--- src/rtl/bank_mapper_pkg.sv ---
`default_nettype none
// ============================================================================
// Module      : bank_mapper_pkg
// Description : Shared types and constants for the bank mapper: lock FSM
//               state type, lock key bytes and default register bases.
// Revision    : 1.0 - initial release
// ============================================================================
package bank_mapper_pkg;

    typedef enum logic [1:0] {
        LOCK_UNLOCKED = 2'd0,
        LOCK_KEY1     = 2'd1,
        LOCK_LOCKED   = 2'd2
    } lock_state_t;

    localparam logic [7:0] LOCK_KEY_1        = 8'hA5;
    localparam logic [7:0] LOCK_KEY_2        = 8'h5A;
    localparam logic [7:0] LOCK_CMD          = 8'h00;
    localparam logic [7:0] REG_BASE_DEFAULT  = 8'hD0;
    localparam logic [7:0] MASK_BASE_DEFAULT = 8'hE4;

endpackage
`default_nettype wire

--- src/rtl/bank_mapper_bus_write_sync.sv ---
`default_nettype none
// ============================================================================
// Module      : bus_write_sync
// Description : Brings the asynchronous cartridge I/O write strobe into the
//               clk domain (2-flop synchroniser), captures {addr, data} while
//               the write is seen active, and pulses o_commit for one cycle
//               on the synchronised end of the write.
// Ports       : clk, rst (async, active high)
//               i_io_write        raw write strobe, active high
//               i_addr, i_data    bus address / data bytes
//               o_commit          one-cycle commit pulse
//               o_addr, o_data    last captured address / data
// Revision    : 1.0 - initial release
// ============================================================================
module bus_write_sync (
    input  logic       clk,
    input  logic       rst,
    input  logic       i_io_write,
    input  logic [7:0] i_addr,
    input  logic [7:0] i_data,
    output logic       o_commit,
    output logic [7:0] o_addr,
    output logic [7:0] o_data
);

    logic        r_sync1_q, w_sync1_d;
    logic        r_sync2_q, w_sync2_d;
    logic        r_sync3_q, w_sync3_d;
    logic [15:0] r_cap_q,   w_cap_d;

    always_comb begin
        w_sync1_d = i_io_write;
        w_sync2_d = r_sync1_q;
        w_sync3_d = r_sync2_q;
        // Stage 1 high means the bus has been driving the write for at least
        // one edge; keep re-sampling so the final capture is the settled value.
        w_cap_d   = r_sync1_q ? {i_addr, i_data} : r_cap_q;
    end

    // Everything resets to idle (0) so no falling edge can be seen on the
    // first synchronised sample after reset.
    always_ff @(posedge clk or posedge rst) begin
        if (rst) begin
            r_sync1_q <= 1'b0;
            r_sync2_q <= 1'b0;
            r_sync3_q <= 1'b0;
            r_cap_q   <= 16'h0000;
        end else begin
            r_sync1_q <= w_sync1_d;
            r_sync2_q <= w_sync2_d;
            r_sync3_q <= w_sync3_d;
            r_cap_q   <= w_cap_d;
        end
    end

    assign o_commit = r_sync3_q & ~r_sync2_q;
    assign o_addr   = r_cap_q[15:8];
    assign o_data   = r_cap_q[7:0];

endmodule
`default_nettype wire

--- src/rtl/bank_mapper.sv ---
`default_nettype none
// ============================================================================
// Module      : bank_mapper
// Description : Parametrised bank register file with per-window masking.
//               Bank numbers are written as a staged low byte followed by an
//               atomic high-byte commit; masked results are registered onto
//               BankOut. Optional key-sequence lock protects mask/apply,
//               enabled by defining BANK_MAPPER_LOCK_EN.
// Ports       : FastClk, Reset (async, active high)
//               nSel, nIO, nWE    raw bus strobes, active low
//               RegAddr, WriteData register address / write byte
//               BankOut           registered masked bank per window
//               RegOut, RegAck    combinational readback byte / address hit
//               Locked            mask registers write-protected
// Revision    : 1.0 - initial release
// ============================================================================
module bank_mapper
    import bank_mapper_pkg::*;
#(
    parameter int         NUM_WINDOWS = 3,
    parameter int         BANK_WIDTH  = 10,
    parameter logic [7:0] REG_BASE    = REG_BASE_DEFAULT,
    parameter logic [7:0] MASK_BASE   = MASK_BASE_DEFAULT
) (
    input  logic                              FastClk,
    input  logic                              Reset,
    input  logic                              nSel,
    input  logic                              nIO,
    input  logic                              nWE,
    input  logic [7:0]                        RegAddr,
    input  logic [7:0]                        WriteData,
    output logic [NUM_WINDOWS*BANK_WIDTH-1:0] BankOut,
    output logic [7:0]                        RegOut,
    output logic                              RegAck,
    output logic                              Locked
);

    localparam int         C_HW       = BANK_WIDTH - 8;
    localparam logic [7:0] C_MASK_LO  = MASK_BASE;
    localparam logic [7:0] C_MASK_HI  = MASK_BASE + 8'd1;
    localparam logic [7:0] C_APPLY    = MASK_BASE + 8'd2;
    localparam logic [7:0] C_LOCK     = MASK_BASE + 8'd3;

    logic                  w_io_write;
    logic                  w_commit;
    logic [7:0]            w_cap_addr;
    logic [7:0]            w_cap_data;
    logic [7:0]            w_wr_off;
    logic [7:0]            w_rd_off;
    logic                  w_mask_we;
    logic                  w_unused_bits;

    logic [BANK_WIDTH-1:0] r_bank_q  [NUM_WINDOWS];
    logic [BANK_WIDTH-1:0] w_bank_d  [NUM_WINDOWS];
    logic [7:0]            r_stage_q [NUM_WINDOWS];
    logic [7:0]            w_stage_d [NUM_WINDOWS];
    logic [BANK_WIDTH-1:0] r_mask_q,  w_mask_d;
    logic [NUM_WINDOWS-1:0] r_apply_q, w_apply_d;
    logic [NUM_WINDOWS*BANK_WIDTH-1:0] r_bankout_q, w_bankout_d;
    logic [7:0]            w_rd_data;
    logic                  w_rd_ack;

    assign w_io_write = ~nSel & ~nIO & ~nWE;

    bus_write_sync u_sync (
        .clk        (FastClk),
        .rst        (Reset),
        .i_io_write (w_io_write),
        .i_addr     (RegAddr),
        .i_data     (WriteData),
        .o_commit   (w_commit),
        .o_addr     (w_cap_addr),
        .o_data     (w_cap_data)
    );

    // Captured data bits above the bank/apply widths have no destination.
    assign w_unused_bits = ^w_cap_data;

    assign w_wr_off = w_cap_addr - REG_BASE;
    assign w_rd_off = RegAddr - REG_BASE;

    // ------------------------------------------------------------------------
    // Lock state
    // ------------------------------------------------------------------------
`ifdef BANK_MAPPER_LOCK_EN
    lock_state_t r_lock_q, w_lock_d;

    always_comb begin
        w_lock_d = r_lock_q;
        if (w_commit) begin
            case (r_lock_q)
                LOCK_UNLOCKED: if (w_cap_addr == C_LOCK && w_cap_data == LOCK_CMD)
                                   w_lock_d = LOCK_LOCKED;
                LOCK_LOCKED:   if (w_cap_addr == C_LOCK && w_cap_data == LOCK_KEY_1)
                                   w_lock_d = LOCK_KEY1;
                // The second key must be the very next commit of any kind.
                LOCK_KEY1:     w_lock_d = (w_cap_addr == C_LOCK && w_cap_data == LOCK_KEY_2)
                                          ? LOCK_UNLOCKED : LOCK_LOCKED;
                default:       w_lock_d = LOCK_LOCKED;
            endcase
        end
    end

    always_ff @(posedge FastClk or posedge Reset) begin
        if (Reset) r_lock_q <= LOCK_UNLOCKED;
        else       r_lock_q <= w_lock_d;
    end

    assign w_mask_we = (r_lock_q == LOCK_UNLOCKED);
`else
    assign w_mask_we = 1'b1;
`endif

    assign Locked = ~w_mask_we;

    // ------------------------------------------------------------------------
    // Register updates (only on the commit pulse)
    // ------------------------------------------------------------------------
    always_comb begin
        w_bank_d  = r_bank_q;
        w_stage_d = r_stage_q;
        w_mask_d  = r_mask_q;
        w_apply_d = r_apply_q;
        if (w_commit) begin
            for (int n = 0; n < NUM_WINDOWS; n++) begin
                if (w_wr_off == 8'(2 * n)) begin
                    w_stage_d[n] = w_cap_data;
                end else if (w_wr_off == 8'(2 * n + 1)) begin
                    w_bank_d[n]  = {w_cap_data[C_HW-1:0], r_stage_q[n]};
                    // Staging mirrors the new committed low byte, which is
                    // exactly the staged byte just used.
                    w_stage_d[n] = r_stage_q[n];
                end
            end
            if (w_mask_we) begin
                if (w_cap_addr == C_MASK_LO) w_mask_d[7:0]            = w_cap_data;
                if (w_cap_addr == C_MASK_HI) w_mask_d[BANK_WIDTH-1:8] = w_cap_data[C_HW-1:0];
                if (w_cap_addr == C_APPLY)   w_apply_d                = w_cap_data[NUM_WINDOWS-1:0];
            end
        end
    end

    always_comb begin
        w_bankout_d = '0;
        for (int n = 0; n < NUM_WINDOWS; n++) begin
            w_bankout_d[n*BANK_WIDTH +: BANK_WIDTH] =
                r_apply_q[n] ? (r_bank_q[n] & r_mask_q) : r_bank_q[n];
        end
    end

    always_ff @(posedge FastClk or posedge Reset) begin
        if (Reset) begin
            for (int n = 0; n < NUM_WINDOWS; n++) begin
                r_bank_q[n]  <= '1;
                r_stage_q[n] <= '1;
            end
            r_mask_q    <= '1;
            r_apply_q   <= '1;
            r_bankout_q <= '1;
        end else begin
            r_bank_q    <= w_bank_d;
            r_stage_q   <= w_stage_d;
            r_mask_q    <= w_mask_d;
            r_apply_q   <= w_apply_d;
            r_bankout_q <= w_bankout_d;
        end
    end

    assign BankOut = r_bankout_q;

    // ------------------------------------------------------------------------
    // Readback: committed values only, never staging
    // ------------------------------------------------------------------------
    always_comb begin
        w_rd_data = 8'h00;
        w_rd_ack  = 1'b0;
        for (int n = 0; n < NUM_WINDOWS; n++) begin
            if (w_rd_off == 8'(2 * n)) begin
                w_rd_ack  = 1'b1;
                w_rd_data = r_bank_q[n][7:0];
            end else if (w_rd_off == 8'(2 * n + 1)) begin
                w_rd_ack  = 1'b1;
                w_rd_data = 8'(r_bank_q[n][BANK_WIDTH-1:8]);
            end
        end
        if (RegAddr == C_MASK_LO) begin
            w_rd_ack  = 1'b1;
            w_rd_data = r_mask_q[7:0];
        end
        if (RegAddr == C_MASK_HI) begin
            w_rd_ack  = 1'b1;
            w_rd_data = 8'(r_mask_q[BANK_WIDTH-1:8]);
        end
        if (RegAddr == C_APPLY) begin
            w_rd_ack  = 1'b1;
            w_rd_data = 8'(r_apply_q);
        end
        if (RegAddr == C_LOCK) begin
            w_rd_ack  = 1'b1;
            w_rd_data = {7'h00, Locked};
        end
    end

    assign RegOut = w_rd_data;
    assign RegAck = w_rd_ack;

endmodule
`default_nettype wire

--- config.mk ---
export PLATFORM = sky130hd
export DESIGN_NAME = bank_mapper
export DESIGN_NICKNAME = d
export VERILOG_FILES = /design/src/rtl/bank_mapper_pkg.sv /design/src/rtl/bank_mapper_bus_write_sync.sv /design/src/rtl/bank_mapper.sv
export SDC_FILE = /design/constraint.sdc
export NUM_CORES = 1
export LEC_CHECK = 0
export ABC_AREA = 1
export CORE_AREA = 2 2 102 104
export DETAILED_ROUTE_END_ITERATION = 10
export DIE_AREA = 0 0 104 106
export HOLD_SLACK_MARGIN = 0.1
export PLACE_DENSITY = 0.75
export REMOVE_ABC_BUFFERS = 1
export SETUP_SLACK_MARGIN = 0.05
export SLEW_MARGIN = 20
export SYNTH_ARGS = -nofsm -noshare
export SYNTH_HDL_FRONTEND = slang
export SYNTH_HIERARCHICAL = 1
export SYNTH_SLANG_ARGS = --single-unit
--- constraint.sdc ---
create_clock -name FastClk -period 1.9 [get_ports FastClk]
set_input_delay 0.19 -clock FastClk [delete_from_list [all_inputs] [get_ports FastClk]]
set_output_delay 0.19 -clock FastClk [all_outputs]
set_load 0.1 [all_outputs]
# Yosys cells after proc, flatten, opt, wreduce, memory -nomap -nowiden
# Cells that the tools add are included.
[totals]
regBits = 116
output_inout_bits = 40
word_cells = 80
[classes]
add_sub_neg = 2
n_eq_ne = 17
muxes = 23
bitwise = 13
reduce_logical = 11
[op_table]
columns = ["operator", "count"]
rows = [
  ["8-bit two-way mux", 9],
  ["8-bit equality test (second input constant)", 7],
  ["8-bit by 2-bit equality test with 1-bit output (second input constant)", 4],
  ["8-bit by 3-bit equality test with 1-bit output (second input constant)", 4],
  ["10-bit AND", 3],
  ["10-bit two-way mux", 3],
  ["8-bit by 1-bit equality test with 1-bit output (second input constant)", 2],
  ["8-bit logical NOT", 2],
  ["8-bit subtractor (second input constant)", 2],
  ["2-bit AND reduction", 6],
  ["1-bit two-way mux", 10],
  ["3-bit AND reduction", 3],
  ["1-bit inverter", 7],
  ["1-bit AND", 3],
  ["2-bit two-way mux", 1],
]

# Depth between registers and ports, before layout
[depth]
word_depth = 12
mapped_depth = 13
mapped_depth_nobuf = 13

# By module
# The synthesis kept the hierarchy.
[by_module_without_submodules]
columns = ["mod", "n_inst", "cells_per_inst", "area_each_um2", "seq_area_each_um2"]
rows = [
  ["bank_mapper", 1, 413, 4139.0, 2548.7],
  ["bus_write_sync", 1, 74, 730.7, 475.5],
]

# Worst setup path after synthesis
# OpenSTA, ideal clock, no wires.
[synth_path]
path_type = "input-to-output"
start = "in RegAddr[5]"
end = "out RegAck"
arrival_ns = 3.834
path_slack_ns = -2.124
stages = 3
path_buffers = 0
cell_sequence = "inv_1 nand2_2 o311ai_0"
[synth_via]
elab_chain_len = 12
[synth_lines]
columns = ["element", "line_no", "source"]
rows = [
  ["from (decl)", "bank_mapper.sv:30", "input logic [7:0] RegAddr,"],
  ["8-bit subtractor", "bank_mapper.sv:80", "assign w_rd_off = RegAddr - REG_BASE;"],
  ["8-bit by 1-bit equality test with 1-bit output", "bank_mapper.sv:181", "end else if (w_rd_off == 8'(2 * n + 1)) begin"],
  ["1-bit two-way mux", "bank_mapper.sv:181", ""],
  ["1-bit two-way mux", "bank_mapper.sv:178", "if (w_rd_off == 8'(2 * n)) begin"],
  ["1-bit two-way mux", "bank_mapper.sv:181", ""],
  ["1-bit two-way mux", "bank_mapper.sv:178", ""],
  ["1-bit two-way mux", "bank_mapper.sv:181", ""],
  ["1-bit two-way mux", "bank_mapper.sv:178", ""],
  ["1-bit two-way mux", "bank_mapper.sv:186", "if (RegAddr == C_MASK_LO) begin"],
  ["1-bit two-way mux", "bank_mapper.sv:190", "if (RegAddr == C_MASK_HI) begin"],
  ["1-bit two-way mux", "bank_mapper.sv:194", "if (RegAddr == C_APPLY) begin"],
  ["1-bit two-way mux *", "bank_mapper.sv:198", "if (RegAddr == C_LOCK) begin"],
  ["to (decl)", "bank_mapper.sv:34", "output logic RegAck,"],
]
# Mark *: on every way between the ends. The rest lies on a longest branch, timed or not.

# Worst setup path in the final report
[layout_path]
start = "reg r_bank_q[21] (netlist bit)"
end = "out RegOut[1]"
[layout_via]
elab_chain_len = 9
[layout_lines]
columns = ["element", "line_no", "source"]
rows = [
  ["from (decl)", "bank_mapper.sv:53", "logic [BANK_WIDTH-1:0] r_bank_q [NUM_WINDOWS];"],
  ["from (signal assigned)", "bank_mapper.sv:161", "r_bank_q <= w_bank_d;"],
  ["8-bit two-way mux", "bank_mapper.sv:178", ""],
  ["8-bit two-way mux", "bank_mapper.sv:181", ""],
  ["8-bit two-way mux", "bank_mapper.sv:178", ""],
  ["8-bit two-way mux", "bank_mapper.sv:181", ""],
  ["8-bit two-way mux", "bank_mapper.sv:178", ""],
  ["8-bit two-way mux", "bank_mapper.sv:186", ""],
  ["8-bit two-way mux", "bank_mapper.sv:190", ""],
  ["8-bit two-way mux", "bank_mapper.sv:194", ""],
  ["8-bit two-way mux", "bank_mapper.sv:198", ""],
  ["to (decl)", "bank_mapper.sv:33", "output logic [7:0] RegOut,"],
]
# Every way passes these cells.

==> qor.yml <==
drt:
  drt_iter0_drc: 206
  routed-via-count: 3951
  wl_met3_um: 965
  drt_wl_total_mm: 12.4
  highest_layer: "met4"
  wire_per_inst_um: 16.8
  drc: 0
  wl_met1_mm: 4.81
  detail-route-antenna-nets: 0
  drtPass1Iterations: 8
  viasPerCell: 5.35
  met2_length_mm: 6.20
clock_network:
  clk_latency_ps: 530
  cts-root-buf: "clkbuf_8"
  clock_path_buffers: 2
  tritoncts: "done"
  h-tree-depth: 4
  cts_buffers: 17
  cts.clk_slew.worst_paths_ps: 60
  clock_sinks: 116
critical_path:
  crit_required_ps: 1710
  critPathMaxStageDelay_ps: 540
  worst_ep_arrival_time_ps: 1900
  crit_top_cell: "nand2_1"
  ff2ff_path_depth: 6
  worstSetupPathType: "flop to output port"
  path_max_fanout: 2
  crit_path_start_kind: "flop"
  worstSetupEndpointType: "output port"
  cp.buffers_inverters: 1
  crit_path_top_delay_cell: "dfstp_2"
  path_delay_family: "flip-flops"
  path_cells: "nand3_1 > nand3_1 > nand2_1 > nand2_1 > nand2_1 > nand3_1 > nand2_1 > a21oi_2 > buf_12"
  path_depth: 9
timing:
  rsz0062_at_grt: "true"
  hold_violations: 0
  finalClockSkew_ps: 9.67
  worst_pin_slew_ps: 761
  setup_viol: 4
  fmax_mhz: 479
  worst_slack_ps: -189
  period_share_pct: 110
  drv_slew: 0
  worst_slew_margin_rel_pct: 48.6
  finalSetupTns_ps: -617
  min_period_ps: 2090
placement:
  hpwl_mm: 7.72
  placed_cell_area_mm2: 0.00575
  dpl_worst_slack_ps: -414
  dp_cells: 691
  gp_congestion: 0.957
  port_buffers: 59
global_route:
  overflow: 0
  grt_pass1_vias: 4000
  grt_max_degree: 41
  grt_pass1_wl_mm: 19.7
  grt_antenna_before_repair: 0
  grt_use_total_pct: 22.9
power:
  p_per_area_mw_per_mm2: 994
  max-vdd-ir-drop_mv: 0.644
  swShare_pct: 21.2
  p_sw_uw: 1420
  combPwrFrac_pct: 6.0
  p_leak_uw: 0.00303
  finalPower_uw: 6660
  clockPowerShare_pct: 54.2
  p_seq_share_pct: 39.8
  internal-power_uw: 5250
outcome:
  violations: "negative setup slack"
  status: "finished, violations left"
cells_and_area:
  layoutNonFillerInstCount: 738
  final_area_mm2: 0.00670
  area.growth.synth_to_final_pct: 37.6
  multi_input_area_mm2: 0.00166
  seq_area_mm2: 0.00302
  fill_cells: 743
  drive_above_1_share_pct: 44.2
  nets: 610
  diodes: 0
floorplanning:
  core_mm2: 0.0100
  ioPinCount: 61
  chipWidth_um: 104
  die_h_um: 106
  start_util_pct: 48.7
  dieArea_mm2: 0.0110
  fp-row-count: 37
hold_path:
  min_path_type: "primary input to flop"
  min_path_cells: 4
yosys:
  ys_seq_area_share_pct: 62.1
  syn_inst: 487
  yosysTopAreaCellShare_pct: 52.3
  synthTopCellsByArea: "dfstp_2 52%, dfrtp_1 9.8%, nand2_1 9.4%"
  synth-warning-count: 6
  synth_area_leader_cell: "dfstp_2"
  syn-mean-instance-area_um2: 10.0
  synth_seq_cells: 116
  syn_area_mm2: 0.00487
  synth.distinct_cells: 28
job:
  drv_cap: 0
## synthesized netlist by cell type
master    number
dfrtp_1       19
o311ai_0       1
inv_6          1
nand3_1       12
nand4_1        4
inv_1         63
buf_2          3
buf_6          2
o22ai_1        6
nor3_1         5
a31oi_1        1
o21ai_0       46
dfstp_2       97
a21boi_0      14
conb_1         1
mux2i_1        8
nor2_4         1
nor2_2         3
nand2_2        6
a21oi_1       28
clkbuf_1       7
mux2_2        16
nor4_1         1
buf_12         1
nor2_1        17
nand2_4        1
nand2_1      122
buf_4          1
## flip-flops by register name, summed over array words and instances, names as in the netlist, 3 cells and up
register        cells
r_bank_q           30
r_mask_q           10
r_stage_q          24
r_apply_q           3
BankOut            30
u_sync/r_cap_q     16
## worst paths after layout
path                                  startpoint  slack [ps]                 to
worst max-delay path                r_bank_q[21]        -190          RegOut[1]
worst max register to register  u_sync/r_sync2_q         230       r_bank_q[20]
worst min register to register  u_sync/r_sync2_q         380   u_sync/r_sync3_q
min in group asynchronous                  Reset         150  u_sync/r_cap_q[3]
max in group asynchronous                  Reset        1250        BankOut[17]
worst min-delay path                  RegAddr[1]          60  u_sync/r_cap_q[9]
## per-stage QoR
stage	utilization (%)	hold WS (ps)
global placement	57.5	364
global route	67.0	102
CTS	66.2	136
finish	67.0	63.0
floorplan	-	141
detailed placement	57.5	369
## layer usage
metal  track usage (%)  up-vias
li1                  -     1779
met2              39.2      215
met4              10.6        0
met3              6.93       40
met1              26.6     1917
met5                 0        -
## final cells by class
cell class,count,share of cell area (%)
tap,136,2.54
clock inverter,9,2.91
timing repair buffer,96,13.8
multi-input combinational,294,24.8
inverter,64,3.68
sequential,116,45.1
clock buffer,23,7.13
## placed cells by master (no fill, tap or decap), drive strengths merged
| cell | n |
|---|---|
| bufinv | 6 |
| o21ai | 46 |
| nand2 | 129 |
| o22ai | 6 |
| dlygate4sd2 | 4 |
| a21oi | 28 |
| nand4 | 4 |
| dlygate4sd3 | 3 |
| nor2 | 22 |
| nand3 | 12 |
| clkinv | 4 |
| a31oi | 1 |
| mux2i | 8 |
| a21boi | 14 |
| inv | 63 |
| clkdlybuf4s50 | 13 |
| conb | 1 |
| clkbuf | 24 |
| dlymetal6s2s | 3 |
| mux2 | 16 |
| dfrtp | 19 |
| o311ai | 1 |
| nor4 | 1 |
| buf | 72 |
| dfstp | 97 |
| nor3 | 5 |
## cells by family (layout without fill, tap and decap cells)
family / count (synthesis) / in the layout / synth area share (%)
and+or+nand+nor: 172 / 173 / 14.7
DFF: 116 / 116 / 62.1
AOI/OAI and AO/OA: 96 / 96 / 10.8
buffers and inverters: 78 / 192 / 6.91
muxes: 24 / 24 / 5.34
other: 1 / 1 / 0.0770
## power groups by stage
| stage | Sequential [uW] | Clock, uW | Combinational [uW] |
|---|---|---|---|
| 2_1_floorplan | 2690 | 0 | 194 |
| 3_3_place_gp | 2680 | 0 | 357 |
| 3_5_place_dp | 2680 | 0 | 371 |
| 4_1_cts | 2650 | 3630 | 395 |
| 5_1_grt | 2660 | 3740 | 443 |
| 6_report | 2650 | 3610 | 403 |
## tightest hold or removal path, stage by stage
cell and delay [ps]:
dlymetal6s2s_1 120, buf_4 130, nand2_1 50, nand2_1 60
## repair_timing
| item | 4_1_cts | 5_1_grt |
|---|---|---|
| endpoints found under the setup margin | 9 | 22 |
| resized for setup | 37 | 23 |
| hold endpoints to repair | 3 | 0 |
| hold buffers | 3 | 0 |
| gates cloned | 1 | 0 |
| buffers inserted | 8 | 3 |
| pin swaps | 9 | 10 |
(Power assumes the default switching activity.)
